===== src/rtl/mesh_pattern_decoder.sv =====
// Pulls one 16-slot LED-pattern frame from the mesh FIFO and decodes it into
// an active-node map, an active count and a per-frame code error flag.
module mesh_pattern_decoder #(
  parameter int NODES  = 16,
  parameter int CODE_W = $clog2(NODES)
) (
  input  logic                       clk,
  input  logic                       reset,
  input  logic                       start,
  input  logic                       avail,
  input  logic [CODE_W-1:0]          led_in,
  output logic                       rd,
  output logic [NODES-1:0]           node_map,
  output logic [$clog2(NODES+1)-1:0] active_cnt,
  output logic                       frame_done,
  output logic                       code_err,
  output logic                       busy
);

  localparam int CNT_W = $clog2(NODES + 1);

  typedef enum logic [1:0] {IDLE, REQ, CAPT} state_e;

  state_e             state_q,      state_d;
  logic [CODE_W-1:0]  slot_q,       slot_d;
  logic [NODES-1:0]   shadow_q,     shadow_d;
  logic               err_q,        err_d;
  logic [NODES-1:0]   node_map_q,   node_map_d;
  logic [CNT_W-1:0]   active_cnt_q, active_cnt_d;
  logic               code_err_q,   code_err_d;
  logic               frame_done_q, frame_done_d;

  logic               hit;
  logic               bad;
  logic [NODES-1:0]   merged;

  function automatic logic [CNT_W-1:0] popcount(input logic [NODES-1:0] v);
    logic [CNT_W-1:0] n;
    n = '0;
    for (int i = 0; i < NODES; i++) n = n + CNT_W'(v[i]);
    return n;
  endfunction

  // Slot 0 can never report active: node 0 emits 0000 whether active or not.
  assign hit    = (led_in == slot_q) && (slot_q != '0);
  assign bad    = (led_in != '0) && (led_in != slot_q);
  assign merged = shadow_q | (hit ? (NODES'(1) << slot_q) : '0);

  always_comb begin
    // NOTE: every signal gets a default first so no path can infer a latch.
    state_d      = state_q;
    slot_d       = slot_q;
    shadow_d     = shadow_q;
    err_d        = err_q;
    node_map_d   = node_map_q;
    active_cnt_d = active_cnt_q;
    code_err_d   = code_err_q;
    frame_done_d = 1'b0;
    unique case (state_q)
      IDLE: begin
        if (start) begin
          slot_d   = '0;
          shadow_d = '0;
          err_d    = 1'b0;
          state_d  = REQ;
        end
      end
      REQ: begin
        if (avail) state_d = CAPT;
      end
      CAPT: begin
        shadow_d = merged;
        err_d    = err_q | bad;
        if (slot_q == CODE_W'(NODES - 1)) begin
          // Slot 15 is merged straight into the committed outputs.
          node_map_d   = merged;
          active_cnt_d = popcount(merged);
          code_err_d   = err_q | bad;
          frame_done_d = 1'b1;
          state_d      = IDLE;
        end else begin
          slot_d  = slot_q + 1'b1;
          state_d = REQ;
        end
      end
      default: state_d = IDLE;
    endcase
  end

  always_ff @(posedge clk) begin
    // NOTE: state registers use non-blocking assignments so every flop samples pre-edge values.
    if (!reset) begin
      state_q      <= IDLE;
      slot_q       <= '0;
      shadow_q     <= '0;
      err_q        <= 1'b0;
      node_map_q   <= '0;
      active_cnt_q <= '0;
      code_err_q   <= 1'b0;
      frame_done_q <= 1'b0;
    end else begin
      state_q      <= state_d;
      slot_q       <= slot_d;
      shadow_q     <= shadow_d;
      err_q        <= err_d;
      node_map_q   <= node_map_d;
      active_cnt_q <= active_cnt_d;
      code_err_q   <= code_err_d;
      frame_done_q <= frame_done_d;
    end
  end

  assign rd         = (state_q == REQ) && avail;
  assign busy       = (state_q != IDLE);
  assign node_map   = node_map_q;
  assign active_cnt = active_cnt_q;
  assign code_err   = code_err_q;
  assign frame_done = frame_done_q;

endmodule


===== config.mk =====
export PLATFORM = sky130hd
export DESIGN_NAME = mesh_pattern_decoder
export DESIGN_NICKNAME = d
export VERILOG_FILES = /design/src/rtl/mesh_pattern_decoder.sv
export SDC_FILE = /design/constraint.sdc
export NUM_CORES = 1
export LEC_CHECK = 0
export CAP_MARGIN = 5
export CORE_AREA = 4 4 72 74
export DETAILED_ROUTE_END_ITERATION = 10
export DIE_AREA = 0 0 76 78
export MAX_ROUTING_LAYER = met4
export PLACE_DENSITY_LB_ADDON = 0.15
export SETUP_SLACK_MARGIN = 0.15
export SLEW_MARGIN = 40
export SYNTH_ARGS = -nofsm -noshare
export SYNTH_HDL_FRONTEND = slang
export SYNTH_SLANG_ARGS = --single-unit

===== constraint.sdc =====
create_clock -name clk -period 6.91 [get_ports clk]
set_input_delay 1.382 -clock clk [delete_from_list [all_inputs] [get_ports clk]]
set_output_delay 1.382 -clock clk [all_outputs]
set_load 0.005 [all_outputs]

==> flow_summary.html, run 1 <==
<table>
<tr><th>Metric</th><th>Value</th></tr>
<tr><th colspan="2">Run status</th></tr>
<tr><td>Status</td><td>complete, no violations</td></tr>
<tr><th colspan="2">Clock tree</th></tr>
<tr><td>H-tree levels</td><td>2</td></tr>
<tr><td>Maximum number of buffers from clock root to sink</td><td>2</td></tr>
<tr><td>Post-CTS setup repair buffer count</td><td>0</td></tr>
<tr><td>TritonCTS clock tree</td><td>done</td></tr>
<tr><td>Clock slew at reported path FFs</td><td>approximately 0.090 ns</td></tr>
<tr><td>Number of hold buffers added after CTS</td><td>0</td></tr>
<tr><td>Sink Count</td><td>46</td></tr>
<tr><td>Later-pin clock latency in the skew report</td><td>0.30 ns</td></tr>
<tr><td>Number of gates resized after cts</td><td>0</td></tr>
<tr><td>Root buffer cell</td><td>sky130_fd_sc_hd__clkbuf_8</td></tr>
<tr><td>Number of buffers created by CTS</td><td>5</td></tr>
<tr><th colspan="2">STA</th></tr>
<tr><td>Final setup margin</td><td>1.19 ns</td></tr>
<tr><td>Achievable clock frequency</td><td>~170 MHz</td></tr>
<tr><td>Fin Hold WS</td><td>0.461 ns</td></tr>
<tr><td>Transition time at the pin with the least slew margin</td><td>0.643 ns</td></tr>
<tr><td>Max-slew violations</td><td>0</td></tr>
<tr><td>Relative slew slack</td><td>0.571</td></tr>
<tr><td>Final total negative setup slack</td><td>0 ns</td></tr>
<tr><td>Unrepaired setup endpoints after global routing</td><td>no</td></tr>
<tr><td>Final hold violations</td><td>0</td></tr>
<tr><td>Clock period minus final worst setup slack</td><td>approximately 5.7 ns</td></tr>
<tr><td>Tcrit/Tclk final</td><td>0.828</td></tr>
<tr><td>Layout Skew</td><td>0.00702 ns</td></tr>
<tr><td>Final setup vio count</td><td>0</td></tr>
<tr><th colspan="2">Final layout</th></tr>
<tr><td>Layout net count</td><td>311</td></tr>
<tr><td>Filler cell count in the final layout</td><td>between 400 and 500</td></tr>
<tr><td>Share of layout cells above drive strength 1</td><td>0.0707</td></tr>
<tr><td>Post-route cell area</td><td>~0.0028 mm²</td></tr>
<tr><td>P&amp;R area growth vs syn</td><td>16.2%</td></tr>
<tr><td>Antenna Diode Count</td><td>0</td></tr>
<tr><th colspan="2">Critical path</th></tr>
<tr><td>Critical Path Slowest Stage Cell</td><td>sky130_fd_sc_hd__fa_1</td></tr>
<tr><td>Critical path cell sequence</td><td>clkdlybuf4s50_1 -&gt; xor2_1 -&gt; nor4_4 -&gt; and2_2 -&gt; a31o_2 -&gt; fa_1 -&gt; inv_1 -&gt; fa_1 -&gt; fa_1 -&gt; fa_1 -&gt; inv_1 -&gt; ha_1 -&gt; a21o_1 -&gt; a21oi_1 -&gt; or4b_1 -&gt; o211ai_1</td></tr>
<tr><td>Start-to-end type of the worst setup path</td><td>input pin to flop</td></tr>
<tr><td>Reg-to-reg critical path startpoint</td><td>slot_q[3]$_SDFFE_PN0P_</td></tr>
<tr><td>Required arrival time at the worst endpoint</td><td>7.14 ns</td></tr>
<tr><td>Worst reg-to-reg setup slack</td><td>2.07 ns</td></tr>
<tr><td>Type of origin of the critical path</td><td>input pin</td></tr>
<tr><td>Crit path DAT</td><td>roughly 6.0 ns</td></tr>
<tr><td>Reg-to-reg endpoint</td><td>active_cnt[3]$_SDFFE_PN0P_</td></tr>
<tr><td>Category of the worst setup path capture point</td><td>flop</td></tr>
<tr><td>Top cell by count, worst path</td><td>sky130_fd_sc_hd__fa_1</td></tr>
<tr><td>Largest stage delay on the critical path</td><td>0.60 ns</td></tr>
<tr><td>R2R depth</td><td>15</td></tr>
<tr><td>Maximum fanout along the worst path</td><td>8</td></tr>
<tr><th colspan="2">Synth</th></tr>
<tr><td>Top cell types by occurrence after synthesis</td><td>46 x sky130_fd_sc_hd__dfxtp_1, 25 x sky130_fd_sc_hd__nand2_1, 23 x sky130_fd_sc_hd__inv_1</td></tr>
<tr><td>Net count after synthesis</td><td>290</td></tr>
<tr><td>Area contributors post-synth</td><td>sky130_fd_sc_hd__dfxtp_1 38%, sky130_fd_sc_hd__fa_1 8.2%, sky130_fd_sc_hd__ha_1 5.6%, sky130_fd_sc_hd__a21oi_1 3.9%, sky130_fd_sc_hd__nand2_1 3.8%</td></tr>
<tr><td>Netlist cell types</td><td>53</td></tr>
<tr><td>Area of the mapped netlist</td><td>0.00245 mm²</td></tr>
<tr><td>Primary FF master, synth</td><td>sky130_fd_sc_hd__dfxtp_1</td></tr>
<tr><td>Synthesis warning total</td><td>0</td></tr>
<tr><td>Number of flops mapped to enable cells by yosys</td><td>0</td></tr>
<tr><td>Top-count cell post-synth</td><td>sky130_fd_sc_hd__dfxtp_1</td></tr>
<tr><td>Synth Area in Adders</td><td>0.138</td></tr>
<tr><td>Area share of the largest cell type after synthesis</td><td>0.376</td></tr>
<tr><td>XOR/XNOR Fraction of Synth Area</td><td>0.0179</td></tr>
<tr><td>Sequential fraction of the synthesis area</td><td>0.376</td></tr>
<tr><td>Proportion of synthesized area in mux cells</td><td>0.00460</td></tr>
<tr><td>Async set-reset flop share out of synthesis</td><td>0</td></tr>
<tr><td>Main combinational cell family by area after synthesis</td><td>compound AO/OA/AOI/OAI gates</td></tr>
<tr><td>Syn Inst Count</td><td>~260</td></tr>
<tr><td>Number of flip-flops and latches in the synthesized netlist</td><td>46</td></tr>
<tr><td>Fraction of the mapped netlist area in compound gates</td><td>0.218</td></tr>
<tr><td>Most area-hungry cell type in the Yosys netlist</td><td>sky130_fd_sc_hd__dfxtp_1</td></tr>
<tr><td>Synthesized area divided by synthesized cell count</td><td>9.38 µm²</td></tr>
<tr><td>Simple-gate share of the synthesized area</td><td>0.161</td></tr>
<tr><th colspan="2">Route</th></tr>
<tr><td>Antenna-violating nets left</td><td>0</td></tr>
<tr><td>Number of vias after detailed routing</td><td>roughly 1900</td></tr>
<tr><td>Residual DRC count</td><td>0</td></tr>
<tr><td>Total length of routed wires</td><td>5110 µm</td></tr>
<tr><td>Wirelength per Cell</td><td>15.2 µm</td></tr>
<tr><td>Drt pass-1 iters</td><td>4</td></tr>
<tr><td>Routed vias/inst</td><td>5.49</td></tr>
<tr><td>Iteration-0 DRC Markers</td><td>79</td></tr>
<tr><th colspan="2">Floorplanning</th></tr>
<tr><td>Initial cell density of the core</td><td>0.532</td></tr>
<tr><td>Die Span Y</td><td>78 µm</td></tr>
<tr><td>Die Outline Area</td><td>0.00593 mm²</td></tr>
<tr><td>Width of the die</td><td>76 µm</td></tr>
<tr><td>Top-Level Pins</td><td>33</td></tr>
<tr><td>Count of standard-cell rows</td><td>25</td></tr>
<tr><td>Core area</td><td>0.00460 mm²</td></tr>
<tr><th colspan="2">Placement</th></tr>
<tr><td>Dpl hpwl</td><td>3680 µm</td></tr>
<tr><td>Count of buffers inserted at the top-level ports</td><td>32</td></tr>
<tr><td>Placement Setup Slack</td><td>0.855 ns</td></tr>
<tr><td>Final weighted congestion in routability-driven placement</td><td>0.810</td></tr>
<tr><td>Placed cell area</td><td>0.00274 mm²</td></tr>
<tr><th colspan="2">Flow run</th></tr>
<tr><td>Maximum Capacitance Violations</td><td>0</td></tr>
<tr><th colspan="2">GRT</th></tr>
<tr><td>Residual overflow from global routing</td><td>0</td></tr>
<tr><td>Global-route wire length before repair</td><td>roughly 8600 µm</td></tr>
<tr><td>Overall track demand over capacity in global routing</td><td>0.184</td></tr>
<tr><td>Maximum number of pins on one net before global-route repair</td><td>39</td></tr>
<tr><td>Number of antenna violations at the first check in global routing</td><td>0</td></tr>
<tr><td>Vias in the first global route</td><td>about 1800</td></tr>
<tr><th colspan="2">Hold path</th></tr>
<tr><td>Worst hold path depth</td><td>2</td></tr>
<tr><td>Worst hold endpoint</td><td>active_cnt[4]$_SDFFE_PN0P_</td></tr>
<tr><td>Startpoint of the lowest-slack hold path</td><td>active_cnt[4]$_SDFFE_PN0P_</td></tr>
<tr><td>Path class of the lowest-slack min-delay path</td><td>flop to flop</td></tr>
<tr><th colspan="2">Power</th></tr>
<tr><td>Leakage power of the design</td><td>roughly 0.0012 µW</td></tr>
<tr><td>Maximum resistive drop on vdd</td><td>115 µV</td></tr>
<tr><td>Total power divided by cell area</td><td>173 mW/mm²</td></tr>
</table>
## per-layer routing
| metal | vias up | wire, µm | global-route usage |
|---|---|---|---|
| met5 | - | 0 | - |
| met4 | 0 | 61 | 0.0569 |
| met3 | 6 | 225 | 0.0394 |
| met2 | 44 | 2410 | 0.295 |
| met1 | 862 | 2410 | 0.232 |
| li1 | 938 | - | - |
## critical path: cells and delay by family
| kind | cells | cell delay, ns |
|---|---|---|
| AND/OR/NAND/NOR | 3 | 0.85 |
| AO/OA/AOI/OAI | 4 | 0.55 |
| buffers and inverters | 3 | 0.60 |
| XOR/XNOR | 1 | 0.26 |
| adder cells (fa/ha/maj) | 5 | 2.29 |
## where the power goes
| group | internal, µW | switching [µW] | total [µW] |
|---|---|---|---|
| clock network | 108 | 91.0 | 199 |
| logic | 12.1 | 13.5 | 25.6 |
| registers | 266 | 1.68 | 267 |
| total | 386 | 106 | 492 |
## cell type report
type	instances	area [µm²]	area share
clock buffer	7	76.3	0.0268
clock inverter	1	30.0	0.0106
sequential	46	921	0.324
tap	54	67.6	0.0238
multi-input combinational	171	1320	0.464
inverter	23	86.3	0.0304
timing repair buffer	35	343	0.121
## flip-flops by register name, summed over array words and instances (netlist names)
name and cells:
node_map 16, shadow_q 16, active_cnt 5, slot_q 4, state_q 2, code_err 1, err_q 1, frame_done 1
## cells by family (layout without fill, tap and decap cells)
group / count (synthesis) / count (layout)
muxes: 1 / 1
and+or+nand+nor: 68 / 68
xor gates and xnor gates: 5 / 5
buffers and inverters: 44 / 66
adders and majority gates: 21 / 21
AOI/OAI and AO/OA: 76 / 76
DFF: 46 / 46
## through the flow
| step | std cells | utilization | power (µW) |
|---|---|---|---|
| after floorplan | 261 | - | 290 |
| final | 337 | 0.618 | 492 |
| after global routing | 337 | 0.618 | 511 |
| after CTS | 337 | 0.618 | 495 |
| after global placement | 329 | 0.595 | 299 |
| after detailed placement | 329 | 0.595 | 299 |
## layout by cell type (no fill, tap or decap), types with 6 or more instances in the layout
cell                               n
sky130_fd_sc_hd__ha_1             11
sky130_fd_sc_hd__nor2_1            6
sky130_fd_sc_hd__a32o_1            6
sky130_fd_sc_hd__a21oi_1          19
sky130_fd_sc_hd__clkdlybuf4s50_1  32
sky130_fd_sc_hd__dfxtp_1          46
sky130_fd_sc_hd__nand2_1          25
sky130_fd_sc_hd__o21ai_0          10
sky130_fd_sc_hd__fa_1             10
sky130_fd_sc_hd__a21boi_0         11
sky130_fd_sc_hd__inv_1            23
sky130_fd_sc_hd__nor2b_1           6
## how the worst max path moves through the flow
stage / cells after the start / slack (ns) / start / end
after floorplan: 16 / 1.51 / led_in[1] / active_cnt[3]$_SDFFE_PN0P_
after global placement: 16 / 0.93 / led_in[1] / active_cnt[3]$_SDFFE_PN0P_
after detailed placement: 16 / 0.85 / led_in[1] / active_cnt[3]$_SDFFE_PN0P_
after CTS: 16 / 1.17 / led_in[1] / active_cnt[3]$_SDFFE_PN0P_
after global routing: 16 / 0.98 / led_in[1] / active_cnt[3]$_SDFFE_PN0P_
final: 16 / 1.19 / led_in[1] / active_cnt[3]$_SDFFE_PN0P_
Power figures use the tool's default switching activity.
==> run 2, diff against run 1 <==
--- a/config.mk
+++ b/config.mk
@@ -6,9 +6,9 @@
 export NUM_CORES = 1
 export LEC_CHECK = 0
 export CAP_MARGIN = 5
-export CORE_AREA = 4 4 72 74
+export CORE_AREA = 4 4 76 78
 export DETAILED_ROUTE_END_ITERATION = 10
-export DIE_AREA = 0 0 76 78
+export DIE_AREA = 0 0 80 82
 export MAX_ROUTING_LAYER = met4
 export PLACE_DENSITY_LB_ADDON = 0.15
 export SETUP_SLACK_MARGIN = 0.15
==> constraint.sdc (replaced) <==
create_clock -name clk -period 4.8 [get_ports clk]
set_input_delay 0.96 -clock clk [delete_from_list [all_inputs] [get_ports clk]]
set_output_delay 0.96 -clock clk [all_outputs]
set_load 0.005 [all_outputs]
==> run 2 against run 1 <==
Net effect:
- cell count rose by 11%
- clock skew down 0.0016 ns
- wire length up 6.5%
- design area up 10%
- clock power up 44%
- critical path type unchanged
- critical endpoint unchanged
==> flow_summary.html, run 2 (synthesis gave the netlist of run 1 again) <==
<table>
<tr><th>Metric</th><th>Value</th></tr>
<tr><th colspan="2">Run status</th></tr>
<tr><td>Status</td><td>complete, no violations</td></tr>
<tr><th colspan="2">Clock tree</th></tr>
<tr><td>Number of hold buffers added after CTS</td><td>0</td></tr>
<tr><td>TritonCTS clock tree</td><td>done</td></tr>
<tr><td>Number of buffers created by CTS</td><td>5</td></tr>
<tr><td>Clock slew at reported path FFs</td><td>0.08 ns</td></tr>
<tr><td>Later-pin clock latency in the skew report</td><td>0.30 ns</td></tr>
<tr><td>H-tree levels</td><td>2</td></tr>
<tr><td>Maximum number of buffers from clock root to sink</td><td>2</td></tr>
<tr><td>Root buffer cell</td><td>sky130_fd_sc_hd__clkbuf_8</td></tr>
<tr><td>Sink Count</td><td>46</td></tr>
<tr><th colspan="2">Route</th></tr>
<tr><td>Total length of routed wires</td><td>5440 µm</td></tr>
<tr><td>Residual DRC count</td><td>0</td></tr>
<tr><td>Wirelength per Cell</td><td>14.6 µm</td></tr>
<tr><td>Number of vias after detailed routing</td><td>1980</td></tr>
<tr><td>Routed vias/inst</td><td>5.31</td></tr>
<tr><td>Drt pass-1 iters</td><td>4</td></tr>
<tr><td>Antenna-violating nets left</td><td>0</td></tr>
<tr><td>Iteration-0 DRC Markers</td><td>86</td></tr>
<tr><th colspan="2">Critical path</th></tr>
<tr><td>Largest stage delay on the critical path</td><td>0.51 ns</td></tr>
<tr><td>Category of the worst setup path capture point</td><td>flop</td></tr>
<tr><td>Crit path DAT</td><td>4.88 ns</td></tr>
<tr><td>Start-to-end type of the worst setup path</td><td>input pin to flop</td></tr>
<tr><td>Top cell by count, worst path</td><td>sky130_fd_sc_hd__fa_1</td></tr>
<tr><td>Maximum fanout along the worst path</td><td>8</td></tr>
<tr><td>Type of origin of the critical path</td><td>input pin</td></tr>
<tr><td>Worst path bufs/invs</td><td>4</td></tr>
<tr><td>Critical path cell sequence</td><td>buf_8 -&gt; xor2_4 -&gt; nor4_4 -&gt; buf_6 -&gt; and2_4 -&gt; a21o_1 -&gt; fa_1 -&gt; fa_1 -&gt; fa_1 -&gt; inv_2 -&gt; fa_1 -&gt; inv_1 -&gt; ha_2 -&gt; a21o_1 -&gt; a21oi_2 -&gt; or4b_1 -&gt; o211ai_1</td></tr>
<tr><td>Kind of cell adding the most delay to the critical path</td><td>adder cells</td></tr>
<tr><td>Required arrival time at the worst endpoint</td><td>5.03 ns</td></tr>
<tr><td>Critical Path Slowest Stage Cell</td><td>sky130_fd_sc_hd__fa_1</td></tr>
<tr><th colspan="2">Power</th></tr>
<tr><td>Combinational cell fraction of total power</td><td>0.061</td></tr>
<tr><td>Total power divided by cell area</td><td>about 230 mW/mm²</td></tr>
<tr><td>Clock network fraction of total power</td><td>0.400</td></tr>
<tr><td>Leakage power of the design</td><td>0.00134 µW</td></tr>
<tr><td>Proportion of power drawn by flip-flops and latches</td><td>0.539</td></tr>
<tr><td>Switching part of the total</td><td>0.217</td></tr>
<tr><td>Maximum resistive drop on vdd</td><td>between 100 and 150 µV</td></tr>
<tr><td>PnR Total Power</td><td>about 700 µW</td></tr>
<tr><td>Switching pwr</td><td>155 µW</td></tr>
<tr><td>Cell-internal power</td><td>560 µW</td></tr>
<tr><th colspan="2">GRT</th></tr>
<tr><td>Overall track demand over capacity in global routing</td><td>0.192</td></tr>
<tr><td>Global-route wire length before repair</td><td>between 9000 and 10000 µm</td></tr>
<tr><td>Residual overflow from global routing</td><td>0</td></tr>
<tr><td>Vias in the first global route</td><td>between 2000 and 2500</td></tr>
<tr><td>Number of antenna violations at the first check in global routing</td><td>0</td></tr>
<tr><td>Maximum number of pins on one net before global-route repair</td><td>32</td></tr>
<tr><th colspan="2">STA</th></tr>
<tr><td>Final setup margin</td><td>0.154 ns</td></tr>
<tr><td>Relative slew slack</td><td>0.629</td></tr>
<tr><td>Unrepaired setup endpoints after global routing</td><td>yes</td></tr>
<tr><td>Final total negative setup slack</td><td>0 ns</td></tr>
<tr><td>Final setup vio count</td><td>0</td></tr>
<tr><td>Fin Hold WS</td><td>0.453 ns</td></tr>
<tr><td>Clock period minus final worst setup slack</td><td>4.65 ns</td></tr>
<tr><td>Achievable clock frequency</td><td>215 MHz</td></tr>
<tr><td>Tcrit/Tclk final</td><td>0.968</td></tr>
<tr><td>Max-slew violations</td><td>0</td></tr>
<tr><td>Final hold violations</td><td>0</td></tr>
<tr><td>Layout Skew</td><td>0.00542 ns</td></tr>
<tr><td>Transition time at the pin with the least slew margin</td><td>0.554 ns</td></tr>
<tr><th colspan="2">Placement</th></tr>
<tr><td>Placement Setup Slack</td><td>-0.669 ns</td></tr>
<tr><td>Final weighted congestion in routability-driven placement</td><td>0.862</td></tr>
<tr><td>Dpl hpwl</td><td>4000 µm</td></tr>
<tr><td>Count of buffers inserted at the top-level ports</td><td>32</td></tr>
<tr><td>Cell count after placement</td><td>364</td></tr>
<tr><th colspan="2">Flow run</th></tr>
<tr><td>Maximum Capacitance Violations</td><td>0</td></tr>
<tr><th colspan="2">Floorplanning</th></tr>
<tr><td>Die Span Y</td><td>82 µm</td></tr>
<tr><td>Initial cell density of the core</td><td>0.482</td></tr>
<tr><td>Die Outline Area</td><td>0.00656 mm²</td></tr>
<tr><td>Width of the die</td><td>80 µm</td></tr>
<tr><td>Top-Level Pins</td><td>33</td></tr>
<tr><td>Count of standard-cell rows</td><td>26</td></tr>
<tr><td>Core area</td><td>0.00507 mm²</td></tr>
<tr><th colspan="2">Final layout</th></tr>
<tr><td>Share of layout cells above drive strength 1</td><td>0.188</td></tr>
<tr><td>Final Non-Filler Cells</td><td>373</td></tr>
<tr><td>Layout net count</td><td>331</td></tr>
<tr><td>Leading cell types in the layout, fill and taps excluded</td><td>45 x sky130_fd_sc_hd__dfxtp_1, 28 x sky130_fd_sc_hd__clkdlybuf4s50_1, 25 x sky130_fd_sc_hd__nand2_1, 22 x sky130_fd_sc_hd__buf_4, 21 x sky130_fd_sc_hd__inv_1</td></tr>
<tr><td>P&amp;R area growth vs syn</td><td>28.3%</td></tr>
<tr><td>Most frequent standard cell in the layout excluding fill and tap cells</td><td>sky130_fd_sc_hd__dfxtp_1</td></tr>
<tr><td>Seq. cell area</td><td>about 900 µm²</td></tr>
<tr><td>Total area of multi-input combinational cells</td><td>0.00143 mm²</td></tr>
<tr><td>Filler cell count in the final layout</td><td>~450</td></tr>
<tr><td>Antenna Diode Count</td><td>0</td></tr>
<tr><th colspan="2">Hold path</th></tr>
<tr><td>Path class of the lowest-slack min-delay path</td><td>flop to flop</td></tr>
</table>
## run 2: final timing paths
check	slack, ns	cells after the start	to	from
worst max-delay path	0.15	17	active_cnt[3]$_SDFFE_PN0P_	led_in[3]
worst max register to register	0.30	18	active_cnt[3]$_SDFFE_PN0P_	slot_q[0]$_SDFFE_PN0P_
worst min-delay path	0.45	2	active_cnt[2]$_SDFFE_PN0P_	active_cnt[2]$_SDFFE_PN0P_
worst min register to register	0.45	2	active_cnt[2]$_SDFFE_PN0P_	active_cnt[2]$_SDFFE_PN0P_
## run 2: per-stage QoR
step	instance area [µm²]	util
global placement	2990	0.589
floorplan	2550	-
global route	3140	0.619
finish	3140	0.619
detailed placement	2990	0.589
CTS	3120	0.616
## run 2: repair_timing
item,in CTS,in global routing
endpoints found under the hold margin,0,0
setup endpoints to repair,5,4
resized for setup,28,6
pin swaps,4,11
setup buffers,1,0
## run 2: power by group through the flow
stage	Clock, µW	Sequential [µW]	Combinational (µW)
2_1_floorplan	0	393	26.6
3_3_place_gp	0	394	41.8
3_5_place_dp	0	394	42.0
4_1_cts	293	385	42.7
5_1_grt	307	386	47.0
6_report	286	385	43.4
## run 2: cell type report
type / instances / share of cell area
Multi-Input combinational cell: 171 / 0.457
Sequential cell: 46 / 0.294
Timing Repair Buffer: 55 / 0.160
Tap cell: 70 / 0.0279
Inverter: 23 / 0.0275
Clock buffer: 7 / 0.0243
Clock inverter: 1 / 0.00957
## run 2: metal layers
layer	share of wire	GRT usage	vias to the layer above
met4	0.019	0.0861	0
li1	-	-	979
met1	0.44	0.221	940
met5	0	-	-
met3	0.055	0.0417	13
met2	0.49	0.320	48
## run 2: worst reg2reg max path, stage by stage, from the launching register on
cell and delay (ns):
sky130_fd_sc_hd__dfxtp_2 0.39, sky130_fd_sc_hd__inv_1 0.10, sky130_fd_sc_hd__ha_1 0.31, sky130_fd_sc_hd__a21oi_1 0.11, sky130_fd_sc_hd__and2_4 0.17, sky130_fd_sc_hd__a31o_4 0.24
sky130_fd_sc_hd__fa_1 0.53, sky130_fd_sc_hd__inv_1 0.05, sky130_fd_sc_hd__fa_1 0.47, sky130_fd_sc_hd__inv_1 0.05, sky130_fd_sc_hd__fa_1 0.51, sky130_fd_sc_hd__inv_2 0.04
sky130_fd_sc_hd__fa_1 0.43, sky130_fd_sc_hd__inv_1 0.06, sky130_fd_sc_hd__ha_2 0.18, sky130_fd_sc_hd__a21o_1 0.12, sky130_fd_sc_hd__a21oi_2 0.05, sky130_fd_sc_hd__or4b_1 0.51
sky130_fd_sc_hd__o211ai_1 0.10
==> run 3, diff against run 2 <==
--- a/config.mk
+++ b/config.mk
@@ -11,6 +11,7 @@
 export DIE_AREA = 0 0 80 82
 export MAX_ROUTING_LAYER = met4
 export PLACE_DENSITY_LB_ADDON = 0.15
+export REMOVE_ABC_BUFFERS = 1
 export SETUP_SLACK_MARGIN = 0.15
 export SLEW_MARGIN = 40
 export SYNTH_ARGS = -nofsm -noshare
==> run 3 against run 2 <==
Net effect:
- combinational power hardly changed
- power is 6.2% lower
- cell count is 1.1% higher
- highest routed layer unchanged
- global-route usage down 0.80 points
- wire length down 4.5%
- die area stayed put
- count of clock-buffer cells in the layout decreased by 2
- clock power decreased by 16%
==> flow_summary.html, run 3 (synthesis gave the netlist of run 1 again) <==
<table>
<tr><th>Metric</th><th>Value</th></tr>
<tr><th colspan="2">Run status</th></tr>
<tr><td>Status</td><td>complete, no violations</td></tr>
<tr><th colspan="2">Route</th></tr>
<tr><td>Highest Signal Layer</td><td>met4</td></tr>
<tr><td>Routed metal-1 wire length</td><td>between 2000 and 2500 µm</td></tr>
<tr><td>Iteration-0 DRC Markers</td><td>74</td></tr>
<tr><td>Wirelength per Cell</td><td>~14 µm</td></tr>
<tr><td>Number of vias after detailed routing</td><td>1978</td></tr>
<tr><td>Sum of met2 wire segment lengths after detailed routing</td><td>2460 µm</td></tr>
<tr><td>Routed length on met3</td><td>254 µm</td></tr>
<tr><td>Routed vias/inst</td><td>5.25</td></tr>
<tr><td>Residual DRC count</td><td>0</td></tr>
<tr><td>Antenna-violating nets left</td><td>0</td></tr>
<tr><td>Total length of routed wires</td><td>5190 µm</td></tr>
<tr><td>Drt pass-1 iters</td><td>4</td></tr>
<tr><th colspan="2">Critical path</th></tr>
<tr><td>Critical path cell sequence</td><td>buf_4 -&gt; xor2_2 -&gt; nor4_4 -&gt; buf_4 -&gt; buf_6 -&gt; a21o_4 -&gt; fa_1 -&gt; inv_2 -&gt; fa_1 -&gt; inv_2 -&gt; fa_1 -&gt; inv_2 -&gt; fa_1 -&gt; inv_1 -&gt; ha_2 -&gt; a21o_1 -&gt; a21oi_2 -&gt; or4b_1 -&gt; o211ai_1</td></tr>
<tr><td>Start-to-end type of the worst setup path</td><td>input pin to flop</td></tr>
<tr><td>Largest stage delay on the critical path</td><td>about 0.52 ns</td></tr>
<tr><td>Critical Path Slowest Stage Cell</td><td>sky130_fd_sc_hd__fa_1</td></tr>
<tr><td>Worst path bufs/invs</td><td>7</td></tr>
<tr><td>Category of the worst setup path capture point</td><td>flop</td></tr>
<tr><td>Kind of cell adding the most delay to the critical path</td><td>adder cells</td></tr>
<tr><td>Crit path DAT</td><td>4.88 ns</td></tr>
<tr><td>Top cell by count, worst path</td><td>sky130_fd_sc_hd__fa_1</td></tr>
<tr><td>Type of origin of the critical path</td><td>input pin</td></tr>
<tr><td>Required arrival time at the worst endpoint</td><td>5.03 ns</td></tr>
<tr><td>Maximum fanout along the worst path</td><td>4</td></tr>
<tr><th colspan="2">STA</th></tr>
<tr><td>Final setup vio count</td><td>0</td></tr>
<tr><td>Relative slew slack</td><td>0.522</td></tr>
<tr><td>Fin Hold WS</td><td>0.453 ns</td></tr>
<tr><td>Layout Skew</td><td>approximately 0.0084 ns</td></tr>
<tr><td>Clock period minus final worst setup slack</td><td>4.65 ns</td></tr>
<tr><td>Final total negative setup slack</td><td>0 ns</td></tr>
<tr><td>Tcrit/Tclk final</td><td>0.969</td></tr>
<tr><td>Final hold violations</td><td>0</td></tr>
<tr><td>Max-slew violations</td><td>0</td></tr>
<tr><td>Unrepaired setup endpoints after global routing</td><td>yes</td></tr>
<tr><td>Transition time at the pin with the least slew margin</td><td>0.715 ns</td></tr>
<tr><td>Achievable clock frequency</td><td>215 MHz</td></tr>
<tr><th colspan="2">Power</th></tr>
<tr><td>Leakage power of the design</td><td>0.00134 µW</td></tr>
<tr><td>Maximum resistive drop on vdd</td><td>159 µV</td></tr>
<tr><td>Total power divided by cell area</td><td>around 210 mW/mm²</td></tr>
<tr><th colspan="2">Final layout</th></tr>
<tr><td>Filler cell count in the final layout</td><td>459</td></tr>
<tr><td>P&amp;R area growth vs syn</td><td>29.0%</td></tr>
<tr><td>Layout net count</td><td>335</td></tr>
<tr><td>Share of layout cells above drive strength 1</td><td>0.228</td></tr>
<tr><td>Final Non-Filler Cells</td><td>377</td></tr>
<tr><td>Most frequent standard cell in the layout excluding fill and tap cells</td><td>sky130_fd_sc_hd__dfxtp_1</td></tr>
<tr><td>Leading cell types in the layout, fill and taps excluded</td><td>45 x sky130_fd_sc_hd__dfxtp_1, 28 x sky130_fd_sc_hd__clkdlybuf4s50_1, 26 x sky130_fd_sc_hd__buf_4, 25 x sky130_fd_sc_hd__nand2_1, 18 x sky130_fd_sc_hd__a21oi_1</td></tr>
<tr><td>Antenna Diode Count</td><td>0</td></tr>
<tr><th colspan="2">Clock tree</th></tr>
<tr><td>Later-pin clock latency in the skew report</td><td>0.30 ns</td></tr>
<tr><td>Clock slew at reported path FFs</td><td>roughly 0.08 ns</td></tr>
<tr><td>Maximum number of buffers from clock root to sink</td><td>2</td></tr>
<tr><td>Sink Count</td><td>between 40 and 50</td></tr>
<tr><td>Number of hold buffers added after CTS</td><td>0</td></tr>
<tr><td>H-tree levels</td><td>2</td></tr>
<tr><td>Number of buffers created by CTS</td><td>5</td></tr>
<tr><td>Root buffer cell</td><td>sky130_fd_sc_hd__clkbuf_8</td></tr>
<tr><td>TritonCTS clock tree</td><td>done</td></tr>
<tr><th colspan="2">Floorplanning</th></tr>
<tr><td>Die Outline Area</td><td>0.00656 mm²</td></tr>
<tr><td>Width of the die</td><td>80 µm</td></tr>
<tr><td>Core area</td><td>0.00507 mm²</td></tr>
<tr><td>Initial cell density of the core</td><td>0.482</td></tr>
<tr><td>Top-Level Pins</td><td>33</td></tr>
<tr><td>Die Span Y</td><td>between 80 and 90 µm</td></tr>
<tr><td>Count of standard-cell rows</td><td>26</td></tr>
<tr><th colspan="2">GRT</th></tr>
<tr><td>Residual overflow from global routing</td><td>0</td></tr>
<tr><td>Global-route wire length before repair</td><td>9140 µm</td></tr>
<tr><td>Vias in the first global route</td><td>1942</td></tr>
<tr><td>Maximum number of pins on one net before global-route repair</td><td>39</td></tr>
<tr><td>Number of antenna violations at the first check in global routing</td><td>0</td></tr>
<tr><td>Overall track demand over capacity in global routing</td><td>0.184</td></tr>
<tr><th colspan="2">Flow run</th></tr>
<tr><td>Maximum Capacitance Violations</td><td>0</td></tr>
<tr><th colspan="2">Hold path</th></tr>
<tr><td>Path class of the lowest-slack min-delay path</td><td>flop to flop</td></tr>
<tr><th colspan="2">Placement</th></tr>
<tr><td>Count of buffers inserted at the top-level ports</td><td>32</td></tr>
<tr><td>Dpl hpwl</td><td>3620 µm</td></tr>
<tr><td>Final weighted congestion in routability-driven placement</td><td>0.855</td></tr>
<tr><td>Cell count after placement</td><td>360</td></tr>
</table>
-- run 3: path summary, 6_finish.rpt --
kind | startpoint | end | slack (ns) | cells past startpoint
worst max register to register | slot_q[1]$_SDFFE_PN0P_ | active_cnt[3]$_SDFFE_PN0P_ | 0.22 | 18
worst min-delay path | active_cnt[2]$_SDFFE_PN0P_ | active_cnt[2]$_SDFFE_PN0P_ | 0.45 | 2
worst min register to register | active_cnt[2]$_SDFFE_PN0P_ | active_cnt[2]$_SDFFE_PN0P_ | 0.45 | 2
worst max-delay path | led_in[2] | active_cnt[3]$_SDFFE_PN0P_ | 0.15 | 19
-- run 3: final cells by class --
type / count / area (µm²) / area share
Multi-Input combinational cell: 171 / 1440 / 0.455
Tap cell: 70 / 87.6 / 0.0277
Sequential cell: 46 / 922 / 0.292
Clock inverter: 3 / 21.3 / 0.00674
Clock buffer: 5 / 68.8 / 0.0218
Timing Repair Buffer: 59 / 536 / 0.170
Inverter: 23 / 86.3 / 0.0273
-- run 3: repair_timing --
action | in CTS | in global routing
setup endpoints to repair | 5 | 4
pin swaps | 17 | 15
setup buffers | 8 | 1
gates resized for setup | 32 | 22
endpoints found under the hold margin | 0 | 0
-- run 3: per-layer routing --
layer  vias to the layer above  GRT usage
li1                        981          -
met5                         -          -
met1                       944      0.231
met2                        43      0.305
met4                         0     0.0456
met3                        10     0.0362
-- run 3: power breakdown --
| group | internal [µW] | switching, µW |
|---|---|---|
| clock network | 103 | 139 |
| registers | 383 | 2.54 |
| logic | 21.7 | 21.9 |
| total | 507 | 163 |
-- run 3: worst min-delay path, stage by stage (launching register included) --
cell                       delay (ns)
sky130_fd_sc_hd__dfxtp_1         0.31
sky130_fd_sc_hd__nand2_1         0.05
sky130_fd_sc_hd__a21boi_1        0.05
-- run 3: metrics by stage --
| stage | cell area, µm² | util | power (µW) | worst slack (ns) |
|---|---|---|---|---|
| global placement | 2870 | 0.565 | 432 | -0.662 |
| CTS | 3070 | 0.605 | 673 | 0.0559 |
| finish | 3160 | 0.622 | 670 | 0.148 |
| floorplan | 2330 | - | 412 | -0.340 |
| global route | 3160 | 0.622 | 700 | -0.0340 |
| detailed placement | 2870 | 0.565 | 432 | -0.704 |
